## config.mk

```make
export PLATFORM = sky130hd
export DESIGN_NAME = ivl_uvm_sync_fifo
export DESIGN_NICKNAME = d
export VERILOG_FILES = /design/src/rtl/ivl_uvm_sync_fifo.sv
export SDC_FILE = /design/constraint.sdc
export NUM_CORES = 1
export LEC_CHECK = 0
export BUFFER_PORTS_ARGS = -buffer_cell sky130_fd_sc_hd__buf_2
export CORE_MARGIN = 3
export CORE_UTILIZATION = 46
export DETAILED_ROUTE_END_ITERATION = 10
export PLACE_DENSITY_LB_ADDON = 0.25
export SYNTH_ARGS = -nofsm -noshare
export SYNTH_HDL_FRONTEND = slang
export SYNTH_SLANG_ARGS = --single-unit
```

## constraint.sdc

```tcl
create_clock -name clk -period 2.4 [get_ports clk]
set_clock_uncertainty 0.1 [all_clocks]
set_input_delay 0 -clock clk [delete_from_list [all_inputs] [get_ports clk]]
set_output_delay 0 -clock clk [all_outputs]
set_load 0.005 [all_outputs]
```

## src/rtl/ivl_uvm_sync_fifo.sv

```systemverilog
// Single-clock linear FIFO with qualified push/pop strobes, occupancy
// count, full/empty status and sticky overflow/underflow flags.
// Pointers wrap explicitly at DEPTH-1, so any DEPTH >= 1 is supported.
module ivl_uvm_sync_fifo #(
  parameter  int WIDTH = 8,
  parameter  int DEPTH = 4,
  localparam int CW    = $clog2(DEPTH + 1)
) (
  input  logic             clk,
  input  logic             reset,
  input  logic             push,
  input  logic [WIDTH-1:0] din,
  input  logic             pop,
  output logic [WIDTH-1:0] dout,
  output logic             full,
  output logic             empty,
  output logic [CW-1:0]    count,
  output logic             push_ok,
  output logic             pop_ok,
  output logic             overflow,
  output logic             underflow
);

  localparam int PW = (DEPTH > 1) ? $clog2(DEPTH) : 1;

  logic [PW-1:0]    wr_ptr;
  logic [PW-1:0]    rd_ptr;
  logic [WIDTH-1:0] mem [DEPTH];

  function automatic logic [PW-1:0] next_ptr(input logic [PW-1:0] p);
    return (p == PW'(DEPTH - 1)) ? '0 : p + PW'(1);
  endfunction

  assign full    = (count == CW'(DEPTH));
  assign empty   = (count == '0);
  assign pop_ok  = pop & ~empty;
  // A push into a full FIFO is legal only when an accepted pop frees a slot.
  assign push_ok = push & (~full | pop_ok);

  // Storage write; contents are deliberately left uncleared by reset.
  always_ff @(posedge clk) begin
    if (reset && push_ok) mem[wr_ptr] <= din;
  end

  // Pointers, occupancy, registered read data and sticky error flags.
  always_ff @(posedge clk) begin
    if (!reset) begin
      wr_ptr    <= '0;
      rd_ptr    <= '0;
      count     <= '0;
      dout      <= '0;
      overflow  <= 1'b0;
      underflow <= 1'b0;
    end else begin
      if (push_ok) wr_ptr <= next_ptr(wr_ptr);
      if (pop_ok) begin
        rd_ptr <= next_ptr(rd_ptr);
        dout   <= mem[rd_ptr];
      end
      case ({push_ok, pop_ok})
        2'b10:   count <= count + CW'(1);
        2'b01:   count <= count - CW'(1);
        default: count <= count;
      endcase
      if (push && !push_ok) overflow  <= 1'b1;
      if (pop && empty)     underflow <= 1'b1;
    end
  end

endmodule

```

==> flow_summary.rst <==
.. list-table::
   :header-rows: 1

   * - Metric
     - Value
   * - Antenna Violating Nets Remaining
     - 0
   * - Total number of yosys warnings
     - 0
   * - Number of I/O pins
     - 29
   * - Fillcell total
     - 338
   * - GR Layer Usage met3
     - 4.57%
   * - Full die area
     - 0.00522 mm2
   * - Signal arrival time at the worst endpoint
     - 2.15 ns
   * - Inserted Diodes
     - 0
   * - Slowest cell on the critical path
     - fa_1
   * - TritonCTS clock tree
     - yes
   * - Number of sinks handled by clock tree synthesis
     - 49
   * - Total of flip-flops plus latches after synthesis
     - 49
   * - Final RePlAce weighted congestion
     - 0.905
   * - Number of standard cells after synthesis
     - 144
   * - Area delta synth->final
     - 19.1%
   * - Post-route worst hold slack
     - 0.0510 ns
   * - Number of max-capacitance violations reported
     - 0
   * - End point of the critical path
     - count[1]$_SDFFE_PN0P_
   * - Achievable Freq
     - 0.497 GHz
   * - Combinational share of power
     - 14.6%
   * - Switching part of the total power
     - 25.1%
   * - R2R Setup Slk
     - 0.39 ns
   * - Final core utilization
     - 58.4%
   * - Fraction of synthesized cell area taken by the top area cell type
     - 47.6%
   * - Static leakage
     - 0.911 nW
   * - Slew at the pin closest to its max-slew limit
     - 0.647 ns
   * - Drt pass-1 iters
     - 4
   * - DRC violations left
     - 0
   * - Syn Nets
     - 162
   * - CP max stage delay
     - 0.43 ns
   * - First-pass GRT wire length
     - 5.87 mm
   * - Clock Pin Slew Worst Setup and Hold Paths
     - 0.09 ns
   * - Accumulated negative setup slack
     - 0 ns
   * - Run status
     - completed
   * - Share of flip-flops with an asynchronous set or reset after synthesis
     - 0%
   * - Number of vias per cell
     - 5.33
   * - Post-CTS setup buffer count
     - 0
   * - Final global-route overflow total
     - 0
   * - Std cell rows
     - 23
   * - Hold Fails Final Rpt
     - 0
   * - Final layout net count
     - 201
   * - Endpoint of the worst-slack reg-to-reg timing path
     - count[1]$_SDFFE_PN0P_
   * - Unique cell type count in the Yosys netlist
     - 31
   * - Worst slew margin relative to its limit
     - 56.8%
   * - Final Max Slew Viols
     - 0
   * - H-tree levels
     - 2
   * - Starting DRC count in detailed routing
     - 75
   * - Met1 GRT Util
     - 19.1%
   * - Count of vias placed by the detailed router
     - 1247
   * - Via count of the first global-routing pass
     - 1228
   * - Period Utilization, post-route
     - 83.8%
   * - Internal power component
     - 0.00135 W
   * - Chip Height
     - 72.3 um
   * - Cell depth of the worst hold path
     - 4
   * - Initial antenna violation count
     - 0
   * - Origin of the critical flop-to-flop path
     - count[2]$_SDFFE_PN0P_
   * - Global routing usage summed across all routing layers
     - 15.1%
   * - Proportion of power drawn by flip-flops and latches
     - 55.1%
   * - Detailed-placement wirelength estimate
     - 2.56 mm
   * - # setup viols final
     - 0
   * - Final setup margin
     - 0.389 ns
   * - CP endpoint kind
     - flip-flop
   * - Pin count of the biggest net entering global routing
     - 23
   * - Critical Path RT
     - 2.54 ns
   * - Count of input and output buffers
     - 28
   * - Hold-fix buffers, CTS
     - 10
   * - Met2 capacity usage during global routing
     - 23.8%
   * - Wire per inst
     - 15.8 um
   * - Netlist Area Pre-Place
     - 0.00202 mm2
   * - Number of clock buffers inserted by TritonCTS
     - 5
   * - Largest cells by area after synthesis
     - edfxtp_1 (48%), dfxtp_1 (17%), mux4_2 (8.9%)
   * - Root buf cell
     - clkbuf_8
   * - Post-layout min period
     - 2.01 ns
   * - Top Usage Layer GRT
     - met2
   * - Power density over the cells
     - 749 mW/mm2
   * - Core footprint
     - 0.00412 mm2
   * - Layout cells sized above 1
     - 26.6%
   * - Share of power burned in the clock network
     - 30.3%
   * - Worst slack at placement
     - 0.407 ns
   * - Path type of the worst setup path
     - flip-flop to flip-flop
   * - Quantity of gates resized following cts
     - 0
   * - Critical path cell sequence
     - o31ai_2 > inv_2 > nand2b_1 > fa_1 > a211oi_1 > o21ai_0 > a21oi_1
   * - Final cell area excluding filler cells
     - 0.00240 mm2
   * - Critical path origin
     - count[2]$_SDFFE_PN0P_
   * - Skew-Pair Late Insertion Delay
     - 0.31 ns
   * - Power dissipated by switching net loads
     - 0.000452 W
   * - Cell accounting for the most synthesized area
     - edfxtp_1
   * - Starting Density
     - 49.1%
   * - Die Span X
     - 72.3 um
   * - FF-to-FF path depth
     - 7
   * - Total Routed Length
     - 3.69 mm
   * - Worst setup SP type
     - flip-flop
   * - Maximum ir drop on the vdd rail
     - 0.383 mV
   * - Sequential-to-total area share from yosys stat
     - 64.4%
   * - Maximum fanout encountered on the critical timing path
     - 13
   * - Maximum number of buffers from clock root to sink
     - 2
   * - Most used flip-flop cell after synthesis
     - edfxtp_1
   * - Min-Delay Path Class
     - input pin to flip-flop
   * - Average instance area after synthesis
     - 14.0 um2
   * - Number of synthesized flops with an enable pin
     - 32
   * - Setup repair after global routing missed its margin
     - no
   * - Cell area after placement
     - 0.00220 mm2
==> power by group through the flow <==
| stage | combinational, W | clock (W) | sequential, W |
|---|---|---|---|
| floorplan | 0.000179 | 0 | 0.000993 |
| global placement | 0.000245 | 0 | 0.00101 |
| detailed placement | 0.000253 | 0 | 0.00101 |
| CTS | 0.000266 | 0.000562 | 0.000994 |
| global route | 0.000294 | 0.000582 | 0.00100 |
| finish | 0.000263 | 0.000546 | 0.000992 |
==> synth_stat cells, types with 2 or more instances <==
| cell type | n |
|---|---|
| o21a_1 | 2 |
| and3_1 | 4 |
| buf_2 | 4 |
| nand2_1 | 24 |
| nor2_1 | 3 |
| inv_1 | 5 |
| edfxtp_1 | 32 |
| mux4_2 | 8 |
| inv_2 | 2 |
| xor2_1 | 2 |
| a21boi_1 | 11 |
| nor2b_1 | 2 |
| ha_1 | 5 |
| nand2b_1 | 2 |
| clkbuf_1 | 3 |
| nor3_1 | 2 |
| dfxtp_1 | 17 |
| a21oi_1 | 3 |
==> worst min path at each step <==
stage	start	endpoint
2_1_floorplan	din[0]	mem[0][0]$_DFFE_PP_
3_3_place_gp	din[7]	mem[0][7]$_DFFE_PP_
3_5_place_dp	din[7]	mem[2][7]$_DFFE_PP_
4_1_cts	push	wr_ptr[1]$_SDFFE_PN0P_
5_1_grt	push	wr_ptr[0]$_SDFFE_PN0P_
6_report	push	wr_ptr[1]$_SDFFE_PN0P_
==> layout by cell type, fill, tap and decap left out, types with 2 or more instances in the layout <==
| cell type | n |
|---|---|
| inv_2 | 2 |
| a21oi_1 | 3 |
| nand2b_1 | 2 |
| ha_1 | 5 |
| a21boi_1 | 11 |
| dfxtp_1 | 17 |
| inv_1 | 5 |
| nor3_1 | 2 |
| dlygate4sd3_1 | 10 |
| buf_2 | 28 |
| nand2_1 | 24 |
| and3_1 | 4 |
| mux4_2 | 8 |
| xor2_1 | 2 |
| edfxtp_1 | 32 |
| nor2b_1 | 2 |
| o21a_1 | 2 |
| nor2_1 | 3 |
| clkbuf_8 | 5 |
==> worst max-delay path: cells and delay by family (launching register included) <==
family	cells	cell delay, ns
AO/OA/AOI/OAI	4	0.75
adder cells (fa/ha/maj)	1	0.43
flip-flops	1	0.38
buffers and inverters	1	0.16
AND/OR/NAND/NOR	1	0.11
==> cell type report <==
type,count,area [um2],share of cell area [%]
Sequential cell,49,1300,54.1
Timing Repair Buffer,39,248,10.3
Clock buffer,7,97.6,4.06
Clock inverter,1,8.76,0.364
Multi-Input combinational cell,81,661,27.5
Tap cell,50,62.6,2.60
Inverter,7,26.3,1.09
==> registers in the layout, summed over array words and instances, names as in the netlist <==
register and cells:
count 3, underflow 1, overflow 1, rd_ptr 2
mem 32, dout 8, wr_ptr 2
==> per-stage QoR <==
stage | std cells | power, W
after global placement | 216 | 0.00125
after floorplan | 144 | 0.00117
after detailed placement | 216 | 0.00127
after CTS | 234 | 0.00182
final | 234 | 0.00180
after global routing | 234 | 0.00188
==> logic make-up (layout without fill, tap and decap cells) <==
logic type / Yosys count / count (layout) / synth area share, %
flops: 49 / 49 / 64.4
simple gates: 42 / 42 / 9.91
compound gates: 22 / 22 / 8.43
buf+inv: 14 / 54 / 2.85
mux: 9 / 9 / 9.42
fa+ha+maj: 6 / 6 / 4.09
xor+xnor: 2 / 2 / 0.868
==> routing by layer <==
layer | vias up | part of all wire, % | wire [um]
li1 | 596 | - | -
met1 | 608 | 44 | 1640
met2 | 34 | 48 | 1770
met3 | 9 | 5.3 | 195
met4 | 0 | 2.2 | 80
met5 | - | 0 | 0
Note: power is estimated with default switching activity, not from simulation.
